## src/rtl/regfile_pkg.sv

```systemverilog
// Shared register file write types and widths.
// Used by writeback, the long-latency unit and the write arbiter.
package regfile_pkg;

    localparam int REG_ADDR_W = 5;
    localparam int DATA_W     = 32;
    localparam int POS_W      = 4;
    localparam int NUM_REGS   = 32;

    typedef struct packed {
        logic [REG_ADDR_W-1:0] addr;
        logic [DATA_W-1:0]     data;
        logic [POS_W-1:0]      pos;
    } wr_req_t;

endpackage

```

## src/rtl/regfile_scoreboard.sv

```systemverilog
// Pending-write scoreboard for registers owed by the long-latency port.
// Reservation wins over a same-cycle clear of the same register.
module regfile_scoreboard
    import regfile_pkg::*;
(
    input  logic                  clk_i,
    input  logic                  reset,
    input  logic                  rsv_valid_i,
    input  logic [REG_ADDR_W-1:0] rsv_addr_i,
    input  logic                  clr_valid_i,
    input  logic [REG_ADDR_W-1:0] clr_addr_i,
    input  logic [REG_ADDR_W-1:0] rs_addr_i,
    input  logic [REG_ADDR_W-1:0] rt_addr_i,
    output logic                  hazard_o,
    output logic [NUM_REGS-1:0]   busy_o
);

    logic [NUM_REGS-1:0] r_busy;
    logic [NUM_REGS-1:0] w_busy_nxt;

    always_comb begin
        w_busy_nxt = r_busy;
        if (clr_valid_i) begin
            w_busy_nxt[clr_addr_i] = 1'b0;
        end
        if (rsv_valid_i && (rsv_addr_i != '0)) begin
            w_busy_nxt[rsv_addr_i] = 1'b1;
        end
        w_busy_nxt[0] = 1'b0;
    end

    always_ff @(posedge clk_i) begin
        if (reset) begin
            r_busy <= '0;
        end else begin
            r_busy <= w_busy_nxt;
        end
    end

    assign hazard_o = r_busy[rs_addr_i] | r_busy[rt_addr_i];
    assign busy_o   = r_busy;

endmodule

```

## src/rtl/regfile_write_arbiter.sv

```systemverilog
// Register file write-port arbiter: pipeline writeback (A) vs long-latency unit (B),
// with a starvation guard on B and a pending-write scoreboard for hazard detection.
module regfile_write_arbiter
    import regfile_pkg::*;
#(
    parameter int STARVE_LIMIT = 4,
    parameter int CNT_W        = 3
) (
    input  logic                  clk_i,
    input  logic                  reset,
    input  logic                  a_valid_i,
    input  logic [REG_ADDR_W-1:0] a_addr_i,
    input  logic [DATA_W-1:0]     a_data_i,
    input  logic [POS_W-1:0]      a_pos_i,
    output logic                  a_stall_o,
    input  logic                  b_valid_i,
    input  logic [REG_ADDR_W-1:0] b_addr_i,
    input  logic [DATA_W-1:0]     b_data_i,
    input  logic [POS_W-1:0]      b_pos_i,
    output logic                  b_ready_o,
    input  logic                  rsv_valid_i,
    input  logic [REG_ADDR_W-1:0] rsv_addr_i,
    input  logic [REG_ADDR_W-1:0] rs_addr_i,
    input  logic [REG_ADDR_W-1:0] rt_addr_i,
    output logic                  hazard_o,
    output logic [NUM_REGS-1:0]   busy_o,
    output logic [REG_ADDR_W-1:0] RDaddr_o,
    output logic [DATA_W-1:0]     RDdata_o,
    output logic [POS_W-1:0]      is_pos_o,
    output logic                  RegWrite_o
);

    localparam logic [CNT_W-1:0] LIMIT = CNT_W'(STARVE_LIMIT);

    logic [CNT_W-1:0] r_starve_cnt;
    logic             w_starved;
    logic             w_grant_a;
    logic             w_grant_b;
    wr_req_t          w_req_a;
    wr_req_t          w_req_b;
    wr_req_t          w_wr;

    assign w_req_a   = '{addr: a_addr_i, data: a_data_i, pos: a_pos_i};
    assign w_req_b   = '{addr: b_addr_i, data: b_data_i, pos: b_pos_i};

    assign w_starved = (r_starve_cnt == LIMIT);
    assign w_grant_b = b_valid_i && (!a_valid_i || w_starved);
    assign w_grant_a = a_valid_i && !w_grant_b;

    assign b_ready_o = w_grant_b;
    assign a_stall_o = a_valid_i && w_grant_b;

    always_comb begin
        w_wr = '0;
        unique case (1'b1)
            w_grant_b: w_wr = w_req_b;
            w_grant_a: w_wr = w_req_a;
            default:   w_wr = '0;
        endcase
    end

    // x0 writes still complete the handshake but never reach the file
    assign RDaddr_o   = w_wr.addr;
    assign RDdata_o   = w_wr.data;
    assign is_pos_o   = w_wr.pos;
    assign RegWrite_o = (w_grant_a || w_grant_b) && (w_wr.addr != '0);

    always_ff @(posedge clk_i) begin
        if (reset) begin
            r_starve_cnt <= '0;
        end else if (!b_valid_i || w_grant_b) begin
            r_starve_cnt <= '0;
        end else if (w_grant_a && !w_starved) begin
            r_starve_cnt <= r_starve_cnt + 1'b1;
        end
    end

    regfile_scoreboard u_sb (
        .clk_i       (clk_i),
        .reset       (reset),
        .rsv_valid_i (rsv_valid_i),
        .rsv_addr_i  (rsv_addr_i),
        .clr_valid_i (w_grant_b),
        .clr_addr_i  (b_addr_i),
        .rs_addr_i   (rs_addr_i),
        .rt_addr_i   (rt_addr_i),
        .hazard_o    (hazard_o),
        .busy_o      (busy_o)
    );

endmodule

```

## config.mk

```make
export PLATFORM = sky130hd
export DESIGN_NAME = regfile_write_arbiter
export DESIGN_NICKNAME = d
export VERILOG_FILES = /design/src/rtl/regfile_pkg.sv /design/src/rtl/regfile_scoreboard.sv /design/src/rtl/regfile_write_arbiter.sv
export SDC_FILE = /design/constraint.sdc
export NUM_CORES = 1
export LEC_CHECK = 0
export CORE_ASPECT_RATIO = 0.9
export CORE_MARGIN = 5
export CORE_UTILIZATION = 34
export CTS_CLUSTER_SIZE = 8
export DETAILED_ROUTE_END_ITERATION = 10
export PLACE_DENSITY = 0.86
export SKIP_LAST_GASP = 1
export SLEW_MARGIN = 20
export SYNTH_ARGS = -nofsm -noshare
export SYNTH_HDL_FRONTEND = slang
export SYNTH_HIERARCHICAL = 1
export SYNTH_SLANG_ARGS = --single-unit
```

## constraint.sdc

```tcl
create_clock -name clk_i -period 1.9 [get_ports clk_i]
set_clock_uncertainty 0.05 [all_clocks]
set_input_delay 0.19 -clock clk_i [delete_from_list [all_inputs] [get_ports clk_i]]
set_output_delay 0.19 -clock clk_i [all_outputs]
set_load 0.1 [all_outputs]
```

Word-level counts from Yosys, hierarchy flattened
Cells that the tools add are included.
{"block": "word_totals", "reg_bits": 35, "out_inout_bits": 77, "in_bits": 102}
{"block": "classes", "n_addsub": 1, "magnitude_cmp": 6, "n_bitwise": 4, "n_reduce_logical": 18, "eq_ne": 1, "mux": 11}
{"operator": "$pmux W41 S2", "n": 1}
{"operator": "$mux W32", "n": 2}
{"operator": "$and A32 B32 Y32", "n": 1}
{"operator": "$not A32 Y32", "n": 1}
{"operator": "$or A32 B32 Y32", "n": 1}
{"operator": "$lt A5 B6 Y1 const B", "n": 4}
{"operator": "$bmux W1 S5", "n": 2}
{"operator": "$demux W1 S5", "n": 2}
{"operator": "$ge A5 B1 Y1 const B", "n": 2}
{"operator": "$reduce_bool A5 Y1", "n": 2}
{"operator": "$logic_and A1 B1 Y1", "n": 8}
{"operator": "$logic_not A1 Y1", "n": 4}
{"operator": "$mux W1", "n": 4}
{"operator": "$add A3 B1 Y3 const B", "n": 1}
{"operator": "$eq A3 B3 Y1 const B", "n": 1}
{"operator": "$logic_or A1 B1 Y1", "n": 3}
{"operator": "$reduce_or A2 Y1", "n": 1}
{"operator": "$or A1 B1 Y1", "n": 1}

Depth between registers and ports, before layout
{"block": "logic_depth", "ltp_word": 9, "depth_mapped": 8, "depth_no_buf": 8}

Modules after synthesis
The synthesis kept the hierarchy.
{"module": "regfile_scoreboard", "instances": 1, "cells_each": 213, "area_per_inst_um2": 1904.3}
{"module": "regfile_write_arbiter", "instances": 1, "cells_each": 147, "area_per_inst_um2": 929.6}

Least setup slack after synthesis
No wires, ideal clock.
{"block": "synth_path", "path_type": "flip-flop to output port", "start": "register r_starve_cnt[0]", "end": "output RDdata_o[0]", "arrival_time_ns": 2.740, "t_required_ns": 1.660, "stages_incl_launch_ff": 8, "n_path_buf": 2, "path_slack_ns": -1.080, "cell_sequence": "dfxtp_1 inv_1 ha_1 nand2_1 a21bo_1 buf_6 buf_6 mux2i_1"}
{"block": "synth_between", "elab_chain_len": 6}
{"item": "from (decl)", "line": "regfile_write_arbiter.sv:35", "rtl": "logic [CNT_W-1:0] r_starve_cnt;"}
{"item": "from (signal assigned)", "line": "regfile_write_arbiter.sv:74", "rtl": "r_starve_cnt <= r_starve_cnt + 1'b1;"}
{"item": "$eq A3 B3 Y1 *", "line": "regfile_write_arbiter.sv:46", "rtl": "assign w_starved = (r_starve_cnt == LIMIT);"}
{"item": "$logic_or A1 B1 Y1 *", "line": "regfile_write_arbiter.sv:47", "rtl": "assign w_grant_b = b_valid_i && (!a_valid_i || w_starved);"}
{"item": "$logic_and A1 B1 Y1 *", "line": "regfile_write_arbiter.sv:47"}
{"item": "$logic_not A1 Y1", "line": "regfile_write_arbiter.sv:48", "rtl": "assign w_grant_a = a_valid_i && !w_grant_b;"}
{"item": "$logic_and A1 B1 Y1", "line": "regfile_write_arbiter.sv:48"}
{"item": "$pmux W41 S2 *", "line": "regfile_write_arbiter.sv:55", "rtl": "unique case (1'b1)"}
{"item": "to (decl)", "line": "regfile_write_arbiter.sv:28", "rtl": "output logic [DATA_W-1:0] RDdata_o,"}
Mark *: on every way between the ends. The rest lies on a longest branch, timed or not.

Worst setup path after layout
{"block": "layout_path", "start": "register u_sb.r_busy[15], in the netlist u_sb/busy_o[15]", "end": "output hazard_o"}
{"block": "layout_between", "elab_chain_len": 3}
{"item": "from (decl)", "line": "regfile_scoreboard.sv:18", "rtl": "logic [NUM_REGS-1:0] r_busy;"}
{"item": "from (signal assigned)", "line": "regfile_scoreboard.sv:36", "rtl": "r_busy <= w_busy_nxt;"}
{"item": "$bmux W1 S5", "line": "regfile_scoreboard.sv:40", "rtl": "assign hazard_o = r_busy[rs_addr_i] | r_busy[rt_addr_i];"}
{"item": "$mux W1 (not written as such)", "line": "regfile_scoreboard.sv:40"}
{"item": "$or A1 B1 Y1 *", "line": "regfile_scoreboard.sv:40"}
{"item": "to (decl)", "line": "regfile_write_arbiter.sv:25", "rtl": "output logic hazard_o,"}
Mark *: on every way between the ends. The rest lies on a longest branch, timed or not. The select of a mux whose other input is x is not followed.

==> results.py <==
metrics = {
    "finish": {
        "syn_to_final_growth_pct": 130,
        "nets": 693,
        "multi_input_area_sq_um": 2500,
        "final_util_pct": 80.3,
        "final_area_sq_um": 6510,
        "final_layout_size_suffix_gt1_share_pct": 45.9,
        "nFillCells": 430,
        "antennaDiodeCount": 0,
        "regArea_sq_um": 787,
        "fin_cells": 689,
    },
    "global_routing": {
        "grt.total_usage_pct": 26.1,
        "grt_pass1_vias": 4161,
        "grt_max_degree": 34,
        "grt_pass1_wl_microns": 21300,
        "antenna_found_initial": 1,
        "grt_overflow_total": 0,
    },
    "setup_path": {
        "startpoint": "u_sb/busy_o[15]$_SDFF_PP0_",
        "crit_path_start_kind": "register",
        "crit_arrival_ns": 2.03,
        "crit_type": "register to output pin",
        "r2r-start": "r_starve_cnt[1]$_SDFFE_PP0P_",
        "required_ns": 1.66,
        "worstSetupEndpointType": "output pin",
        "critPathMaxFanout": 4,
    },
    "clock_network": {
        "clkLatencyLatePin_ns": 0.30,
        "clock_sinks": 34,
        "cts_inserted_buffers": 5,
        "htree_levels": 2,
        "ctsRootBufferMaster": "clkbuf_8",
        "cts_max_path_buffers": 2,
        "cts.reportedPaths.clkPinSlew_ns": 0.08,
        "cts_tree": "yes",
    },
    "floorplanning": {
        "die_h_microns": 96.6,
        "die_x_microns": 106,
        "start_util_pct": 35.0,
        "dieArea_sq_um": 10300,
        "rows": 31,
        "fp.coreArea_sq_um": 8110,
        "ios": 179,
    },
    "sta": {
        "fin_crit_sh_pct": 120,
        "report.final.slew_viol_count": 0,
        "layout_setup_ws_ns": -0.371,
        "worst_pin_slew_ns": 0.609,
        "fin_tns_setup_ns": -10.34,
        "post-route-min-period_ns": 2.27,
        "clock.fmax_mhz": 440,
        "slew_headroom_pct": 59.3,
        "setup_violations": 59,
        "finalHoldViolCount": 0,
        "rsz0062_at_grt": "yes",
    },
    "power": {
        "power_frac_comb_pct": 54.5,
        "p_per_area_nw_per_um2": 513,
        "swShare_pct": 40.3,
        "power_switching_mw": 1.35,
        "pwr-share-clk_pct": 24.5,
        "vdd_ir_drop_max_mv": 0.283,
        "p_int_mw": 1.99,
        "seq_power_share_pct": 21.0,
        "p_leak_nw": 2.69,
        "total_power_mw": 3.34,
    },
    "place": {
        "dpl.cell_count": 668,
        "placed_area_sq_um": 6090,
        "gp_congestion": 1.03,
        "hpwlAfterDp_microns": 11100,
        "port_buffers": 177,
    },
    "synth": {
        "synth_warnings": 6,
        "postSynthAreaPerCell_sq_um": 7.87,
        "yosys.area.top_type": "dfxtp_1",
        "yosys-top-cells-count": "75 x nand2_1, 43 x inv_1, 43 x mux2i_1, 34 x dfxtp_1",
        "syn_inst": 360,
        "syn_area_sq_um": 2830,
        "async_flop_share_pct": 0,
        "ys.flop_type": "dfxtp_1",
        "synth_seq_cells": 34,
        "ys_top_cells_by_area": "dfxtp_1 24%, mux2i_1 15%, nand2_1 9.9%",
        "ys_seq_area_share_pct": 24.0,
        "synth_most_common_cell": "nand2_1",
        "synthDistinctLibCells": 44,
        "netlist.area_leader.share_pct": 24.0,
        "syn-num-nets": 464,
        "synth_edf_count": 0,
    },
    "route": {
        "remaining_drc_errors": 0,
        "vias_per_cell": 5.63,
        "wl_per_cell_microns": 20.8,
        "wl_microns": 14300,
        "ant_nets": 0,
        "drt_pass1_iterations": 5,
        "num_vias": 3877,
        "dr.first_iter.drc_count": 304,
    },
    "min_path": {
        "holdCritPathClass": "register to register",
        "worstHoldStart": "u_sb/busy_o[12]$_SDFF_PP0_",
    },
    "flow_run": {
        "max_cap_violations": 0,
    },
    "outcome": {
        "outcome": "finished with violations",
        "failed_checks": "setup timing",
    },
}
[cell families after synthesis]
family          after synthesis  synth area share, %
compound gates               80                 16.1
fa+ha+maj                     2                0.883
buf+inv                      64                 10.2
flops                        34                 24.0
mux                          60                 28.3
other cells                   1                0.132
simple gates                119                 20.4
[metal layers]
layer	up-vias	share of wire [%]	track usage, %
met4	0	4.9	12.4
met3	63	11	7.72
met5	-	0	0
li1	1714	-	-
met2	300	52	49.7
met1	1800	32	25.4
[sequential cells by signal (all words and copies together) (netlist names)]
| signal | cells |
|---|---|
| u_sb/busy_o | 31 |
| r_starve_cnt | 3 |
[path summary, 6_finish.rpt]
path                                                    to  slack [ns]  cells after the start
worst min register to register  u_sb/busy_o[12]$_SDFF_PP0_        0.45                      2
worst min-delay path            u_sb/busy_o[12]$_SDFF_PP0_        0.45                      2
worst max register to register   u_sb/busy_o[8]$_SDFF_PP0_       -0.11                      9
worst max-delay path                              hazard_o       -0.37                      5
[cells in the final DEF (no fill, tap or decap), drive strengths merged, types with 2 or more instances in the layout]
master	count
buf	142
nand2	75
mux2	2
o22ai	3
clkdlybuf4s15	2
bufinv	2
a22o	5
and3	2
and3b	4
a31oi	2
ha	2
nor2	8
inv	42
nor3b	7
nand3b	7
nor3	2
clkbuf	7
a21oi	31
dfxtp	34
or3b	3
nand3	3
mux2i	43
nand2b	4
o21ai	31
clkdlybuf4s50	96
mux4	15
[what timing repair did]
action	CTS	global route
pin swaps	8	18
endpoints found under the hold margin	0	0
setup buffers	9	6
hold buffers	0	0
gates cloned	3	0
gates resized for setup	23	49
setup endpoints to repair	43	75
[layout make-up]
cell class | instances | area share [%]
Multi-Input combinational cell | 262 | 38.4
Tap cell | 99 | 1.90
Timing Repair Buffer | 243 | 42.9
Sequential cell | 34 | 12.1
Clock buffer | 5 | 1.06
Inverter | 43 | 2.54
Clock inverter | 3 | 1.06
[power groups by stage]
| stage | clock network, mW | registers [mW] | logic [mW] |
|---|---|---|---|
| 5_1_grt | 0.849 | 0.702 | 1.88 |
| 4_1_cts | 0.817 | 0.700 | 1.80 |
| 6_report | 0.818 | 0.702 | 1.82 |
| 2_1_floorplan | 0 | 0.775 | 0.986 |
| 3_3_place_gp | 0 | 0.716 | 1.72 |
| 3_5_place_dp | 0 | 0.717 | 1.75 |
[worst max-delay path, stage by stage (launching register included)]
cell and delay (ns):
dfxtp_4 0.36, mux4_2 0.50, o22ai_2 0.19, o31ai_2 0.10
a221o_4 0.41, buf_12 0.17
[per-stage QoR]
| step | worst slack (ns) | hold WS [ns] |
|---|---|---|
| 2_1_floorplan | -0.158 | 0.199 |
| 3_3_place_gp | -0.607 | 0.370 |
| 3_5_place_dp | -0.670 | 0.378 |
| 4_1_cts | -0.365 | 0.466 |
| 5_1_grt | -0.385 | 0.468 |
| 6_report | -0.371 | 0.451 |
Note: power is estimated with default switching activity, not from simulation.
